File: config.mk
export PLATFORM = sky130hd
export DESIGN_NAME = engine_scheduler
export DESIGN_NICKNAME = d
export VERILOG_FILES = /design/src/rtl/engine_scheduler.sv
export SDC_FILE = /design/constraint.sdc
export NUM_CORES = 1
export LEC_CHECK = 0
export ABC_AREA = 0
export BUFFER_PORTS_ARGS = -buffer_cell sky130_fd_sc_hd__clkbuf_2
export CORE_AREA = 4 4 69 87
export DETAILED_ROUTE_END_ITERATION = 12
export DIE_AREA = 0 0 73 91
export GPL_TIMING_DRIVEN = 0
export PLACE_DENSITY = 0.78
export SYNTH_ARGS = -nofsm -noshare
export SYNTH_HDL_FRONTEND = slang
export SYNTH_SLANG_ARGS = --single-unit
File: constraint.sdc
create_clock -name clk -period 2.9 [get_ports clk]
set_input_delay 0.29 -clock clk [delete_from_list [all_inputs] [get_ports clk]]
set_output_delay 0.29 -clock clk [all_outputs]
set_load 0.02 [all_outputs]
File: src/rtl/engine_scheduler.sv
// Raster-order pixel issuer for a bank of independent Mandelbrot engines.
// Free engines are tracked per bit and granted round-robin, one pixel per cycle.
module engine_scheduler #(
   parameter int NUM_ENGINES = 3,
   parameter int DATA_WIDTH  = 32,
   parameter int WIDTH       = 640,
   parameter int HEIGHT      = 480
) (
   input  logic                   clk,
   input  logic                   reset,
   input  logic                   start,
   input  logic                   stall,
   input  logic [NUM_ENGINES-1:0] eng_done,
   output logic [NUM_ENGINES-1:0] eng_start,
   output logic [DATA_WIDTH-1:0]  x0,
   output logic [DATA_WIDTH-1:0]  y0,
   output logic                   frame_busy,
   output logic                   frame_done
);

   localparam int PTR_W = $clog2(NUM_ENGINES);
   localparam int XW    = (WIDTH  > 1) ? $clog2(WIDTH)  : 1;
   localparam int YW    = (HEIGHT > 1) ? $clog2(HEIGHT) : 1;

   typedef enum logic [1:0] {IDLE, ISSUE, DRAIN, DONE} state_t;

   state_t                 state_reg, state_next;
   logic [NUM_ENGINES-1:0] free_reg, free_next;
   logic [PTR_W-1:0]       ptr_reg;
   logic [XW-1:0]          xc_reg, xc_next;
   logic [YW-1:0]          yc_reg, yc_next;
   logic [NUM_ENGINES-1:0] eng_start_reg;
   logic [DATA_WIDTH-1:0]  x0_reg, y0_reg;
   logic                   frame_busy_reg, frame_done_reg;

   logic                   grant_valid;
   logic [PTR_W-1:0]       grant_idx;
   logic [NUM_ENGINES-1:0] grant_vec;
   logic                   last_pixel;

   // Round-robin search starting just after the last granted engine.
   always_comb begin
      int cand;
      cand        = 0;
      grant_valid = 1'b0;
      grant_idx   = ptr_reg;
      grant_vec   = '0;
      if (state_reg == ISSUE && !stall) begin
         for (int k = 1; k <= NUM_ENGINES; k++) begin
            cand = (int'(ptr_reg) + k) % NUM_ENGINES;
            if (!grant_valid && free_reg[cand]) begin
               grant_valid = 1'b1;
               grant_idx   = PTR_W'(cand);
            end
         end
      end
      if (grant_valid) grant_vec[grant_idx] = 1'b1;
   end

   assign last_pixel = (xc_reg == XW'(WIDTH - 1)) && (yc_reg == YW'(HEIGHT - 1));

   always_comb begin
      state_next = state_reg;
      xc_next    = xc_reg;
      yc_next    = yc_reg;
      case (state_reg)
         IDLE:  if (start) state_next = ISSUE;
         ISSUE: begin
            if (grant_valid) begin
               if (last_pixel) begin
                  xc_next    = '0;
                  yc_next    = '0;
                  state_next = DRAIN;
               end else if (xc_reg == XW'(WIDTH - 1)) begin
                  xc_next = '0;
                  yc_next = yc_reg + YW'(1);
               end else begin
                  xc_next = xc_reg + XW'(1);
               end
            end
         end
         DRAIN: if (&free_reg) state_next = DONE;
         DONE:  state_next = IDLE;
         default: state_next = IDLE;
      endcase
   end

   // A grant in the same cycle as a (stale) done leaves the engine busy.
   assign free_next = (free_reg | eng_done) & ~grant_vec;

   always_ff @(posedge clk) begin
      if (reset) begin
         state_reg      <= IDLE;
         free_reg       <= '1;
         ptr_reg        <= PTR_W'(NUM_ENGINES - 1);
         xc_reg         <= '0;
         yc_reg         <= '0;
         eng_start_reg  <= '0;
         x0_reg         <= '0;
         y0_reg         <= '0;
         frame_busy_reg <= 1'b0;
         frame_done_reg <= 1'b0;
      end else begin
         state_reg      <= state_next;
         free_reg       <= free_next;
         xc_reg         <= xc_next;
         yc_reg         <= yc_next;
         eng_start_reg  <= grant_vec;
         frame_busy_reg <= (state_next == ISSUE) || (state_next == DRAIN);
         frame_done_reg <= (state_next == DONE);
         if (grant_valid) begin
            ptr_reg <= grant_idx;
            x0_reg  <= DATA_WIDTH'(xc_reg);
            y0_reg  <= DATA_WIDTH'(yc_reg);
         end
      end
   end

   assign eng_start  = eng_start_reg;
   assign x0         = x0_reg;
   assign y0         = y0_reg;
   assign frame_busy = frame_busy_reg;
   assign frame_done = frame_done_reg;

endmodule
### Word level (Yosys, flattened, before mapping)

Cells that the tools add are included.
Widths: inputs -> output; s select.

* register bits: 50
* bits in latches: 0
* RAM bits: 0
* memory bits (read-only): 0
* bits of input ports: 7
* memories kept: 0

* $add $sub $neg: 5
* multiply operators: 0
* divide/modulo/power cells: 3
* magnitude comparators: 5
* equality and inequality tests: 8
* shifts and indexed selects: 0
* muxes and demuxes: 31
* bitwise logic cells: 3
* reductions and logical operators: 14

Operators by type and width (number)
* $lt 32x4->1 const B: 3
* $mod 32x3->32 const B: 3
* $mux 10: 2
* $mux 9: 2
* $mux 2: 8
* $mux 1: 13
* $add 10x1->10 const B: 1
* $eq 10x10->1 const B: 1
* $add 9x1->9 const B: 1
* $eq 9x9->1 const B: 1
* $eq 2x2->1 const B: 4
* $pmux 2 s4: 1
* $add 2x2->3 const B: 2
* $bmux 1 s2: 3
* $reduce_and 3->1: 2
* $logic_and 1x1->1: 5
* $eq 2x1->1 const B: 2
* $add 2x1->3 const B: 1
* $and 3x3->3: 1
* $logic_not 1->1: 3
* $lt 2x3->1 const B: 1
* $mux 3: 1
* $not 3->3: 1
* $or 3x3->3: 1
* other kinds (6): 6

### Depth between registers and ports, before layout

* depth after elaboration: 22
* depth in mapped cells: 10
* gate-level depth less buffers: 9

### Least setup slack after synthesis

OpenSTA, ideal clock, no wires.

* kind: reg2reg
* start point: register ptr_reg[0]
* end point: register frame_busy_reg, in the netlist frame_busy
* arrival time: 2255 ps
* slack: 516 ps
* cell stages (with the launch flop): 10
* buffers on the path: 1
* path through: dfxtp_1 > inv_1 > ha_1 > nor2b_1 > o21a_4 > o41ai_4 > buf_6 > o22ai_1 > ha_1 > nor2b_1

* longest elaborated chain between the ends: 19

Ends and longest elaborated chain
* from (decl): RTL line 29 `logic [PTR_W-1:0] ptr_reg;`
* from (signal assigned): RTL line 95 `ptr_reg <= PTR_W'(NUM_ENGINES - 1);`
* from (signal assigned): RTL line 112 `ptr_reg <= grant_idx;`
* $add 2x1->3: RTL line 50 `cand = (int'(ptr_reg) + k) % NUM_ENGINES;`
* $mod 32x3->32: RTL line 50
* $bmux 1 s2: RTL line 51 `if (!grant_valid && free_reg[cand]) begin`
* $mux 1 (implied by the code) (2 in a row): RTL line 51
* $mux 1: RTL line 51
* $mux 1: RTL line 48 `if (state_reg == ISSUE && !stall) begin`
* $logic_not 1->1: RTL line 51
* $logic_and 1x1->1: RTL line 51
* (+2 left out)
* $logic_not 1->1: RTL line 51
* $logic_and 1x1->1: RTL line 51
* $mux 1 (*): RTL line 51
* $mux 1 (*): RTL line 48
* $mux 2 (*): RTL line 69 `if (grant_valid) begin`
* $pmux 2 s4 (*): RTL line 66 `case (state_reg)`
* $eq 2x1->1 / $eq 2x2->1 (equally long branches): RTL line 109 `frame_busy_reg <= (state_next == ISSUE) || (state_next == DRAIN);`
* $logic_or 1x1->1 (*): RTL line 109
* to (signal assigned): RTL line 109
* to (decl): RTL line 34 `logic frame_busy_reg, frame_done_reg;`

Mark *: on every way between the ends. The rest lies on a longest branch, timed or not. The select of a mux whose other input is x is not followed.
A chain may end at the register's enable or synchronous reset.

### Worst setup path in the final report

Same ends and word-level chain as after synthesis.

==> key figures <==
Floorplan
  – Row count: 29
  – Initial core utilization: 51.6%
  – IO Pins: 76
  – Chip width: around 73 um
  – Core area: 5120 um^2
  – Die Area: between 6000 and 7000 um^2
  – Die Y: about 91 um

Routing
  – WL met2: 2.76 mm
  – Avg Vias per Cell: between 4 and 5
  – Residual DRC: 0
  – Antenna viol nets, final: 0
  – Routed via count: 2187
  – Max Used Layer: met4
  – Aggregate routed wire length: 5.39 mm
  – Met1 WL: 2.25 mm
  – WL/cell: 11.9 um
  – Drt pass-1 iters: 4
  – DR WL met3: 287 um
  – Initial DRC count: 77

Clock network
  – Htree depth: 2
  – Clock slew at reported path FFs: around 0.090 ns
  – CTS Hold Bufs: 0
  – Worst skew pair latency: 0.31 ns
  – Inserted Clock Buffers: 5
  – Sink Count: 50
  – Root buf cell: clkbuf_8
  – Setup bufs post-CTS: 0
  – Maximum root-to-sink buffer count: 2
  – Number of gates resized after cts: 0
  – CTS tree: yes

STA
  – Endpoints failing hold: 0
  – Final period util: 94.2%
  – Setup TNS: 0 ns
  – Min Clock Period, post-route: 2.73 ns
  – Hold_ws: 0.216 ns
  – Max Freq: 366 MHz
  – RSZ-0062 raised after global routing: no
  – Final setup margin: about 0.17 ns
  – Pins Over Slew Limit: 0
  – Finish-stage setup viols: 0
  – Rel. slew slack: 64.5%
  – Clock Skews: 0.0107 ns
  – Tightest Pin Transition: about 0.53 ns

Critical path
  – Crit-path cells: inv_1, ha_1, nor2b_1, o21a_4, o41ai_4, buf_6, o22ai_1, ha_1, nor2b_1
  – Critical Path Start Type: flip-flop
  – Endpoint class of the critical path: flip-flop
  – Critical path type: flip-flop to flip-flop
  – Req. time, crit path: between 3 and 4 ns
  – Crit path max fanout: 10
  – Worst EP arrival: 2.91 ns
  – Worst path slowest cell: o41ai_4
  – Max incr delay on CP: 0.55 ns

Placed design
  – DP Area: 3030 um^2
  – Hpwl dp: 4.14 mm
  – Pre-CTS setup slack: 0.206 ns
  – # port buffers: 29
  – Final GP Congestion: 0.845
  – Placed insts: 446

Worst hold path
  – Worst hold path type: input pin to flip-flop

Power
  – PwrDens: 454 nW/um^2
  – Clock network fraction of total power: about 34%
  – Power share of the combinational group: 16.5%
  – VDD IR max: 294 uV
  – Switching Share: 26.7%
  – Sequential Power Share: roughly half
  – NetSw: around 380 uW
  – Power, Total: 1.42 mW
  – Leak: 1.38 nW
  – P_int: between 1 and 1.5 mW

Global routing
  – Grt total ovfl: 0
  – Initial antenna violation count: 0
  – First-pass GRT wire length: 8.83 mm
  – GRT Total Usage: roughly 16%
  – Largest net degree at the start of global routing: 16
  – Vias in the first global route: between 1500 and 2000

Synth
  – Largest family of logic cells by synthesized area: simple AND/OR/NAND/NOR gates
  – Yosys reg bits: 50
  – Synth cell types: 53
  – Post-synthesis compound-gate area fraction: 16.8%
  – Yosys warns: 0
  – XOR/XNOR share of the synthesized area: 1.66%
  – Mux cell area share after synthesis: 0.379%
  – Post-synth EDFFs: 0
  – Register area share after synthesis: between 30% and 40%
  – Ys flop type: dfxtp_1
  – Async SR Flop Fraction: 0%
  – Synth Area in Simple Gates: roughly a quarter
  – Mapped Cells: 311
  – Synthesized area per cell: 8.49 um^2
  – Adder-cell share of the synthesized area: roughly 2.8%
  – Synthesized area: around 2600 um^2

Finish
  – Fin util: 61.3%
  – N_diodes: 0
  – Design Area, Final: 3140 um^2
  – Post-layout nets: a little over 400
  – Share of post-route cells with drive strength above 1: 25.8%
  – Area grow syn2layout: 18.9%
  – Filler instances: 495
  – Fin cells: 454
  – Most frequent cells in the layout: nand2_1 (50), dfxtp_1 (50), buf_4 (45), conb_1 (45), a21oi_1 (37)

Job
  – Max-cap violations: 0

Outcome
  – Status: complete, no violations
-- cell families after synthesis --
kind of cell	after synthesis
xor gates and xnor gates	5
DFF	50
and+or+nand+nor	120
AOI/OAI and AO/OA	65
other	1
buffers and inverters	63
muxes	1
adders and majority gates	6
-- metal layers --
metal | vias to the layer above | GRT usage, %
met1 | 999 | 19.2
met4 | 0 | 6.92
li1 | 1127 | -
met2 | 54 | 28.7
met3 | 7 | 2.87
met5 | - | 0
-- worst paths after layout --
check                      endpoint  slack, ns               startpoint  depth (start not counted)
min reg2reg      y0[5]$_SDFFE_PP0N_       0.46       y0[5]$_SDFFE_PP0N_                          2
min          free_reg[1]$_SDFF_PP1_       0.22              eng_done[1]                          3
max           frame_busy$_SDFF_PP0_       0.17  ptr_reg[0]$_SDFFE_PP0N_                          9
max reg2reg   frame_busy$_SDFF_PP0_       0.17  ptr_reg[0]$_SDFFE_PP0N_                          9
-- synthesized netlist by cell type (5+ instances only) --
master,n,area [um^2]
ha_1,6,75.1
dfxtp_1,50,1000
nor2b_1,8,50.1
buf_4,45,338
clkbuf_1,6,22.5
nand2_1,50,188
nor2_1,16,60.1
o21ai_0,7,35.0
and3_1,6,37.5
a21oi_1,37,185
nor3_1,5,25.0
nand2b_1,5,31.3
buf_6,5,56.3
-- cell type report --
type                            count  area [um^2]  share of cell area, %
Multi-Input combinational cell    242         1360                   43.3
Sequential cell                    50         1000                   31.9
Buffer                             59          432                   13.8
Timing Repair Buffer               29          145                   4.63
Tap cell                           62         77.6                   2.47
Clock buffer                        6         72.6                   2.31
Clock inverter                      2         37.5                   1.20
Inverter                            4         15.0                  0.478
-- power groups by stage --
stage	logic, mW	registers (mW)	clock network, mW
floorplan	0.198	0.718	0
global placement	0.226	0.717	0
detailed placement	0.231	0.717	0
CTS	0.232	0.701	0.497
global route	0.254	0.702	0.522
finish	0.235	0.701	0.489
-- worst max-delay path, delay by kind of cell, from the launching register on --
kind                     cells  cell delay, ns
adder cells (fa/ha/maj)      2            0.68
AO/OA/AOI/OAI                3            0.91
buffers and inverters        2            0.31
flip-flops                   1            0.38
AND/OR/NAND/NOR              2            0.32
Note: power is estimated with default switching activity, not from simulation.
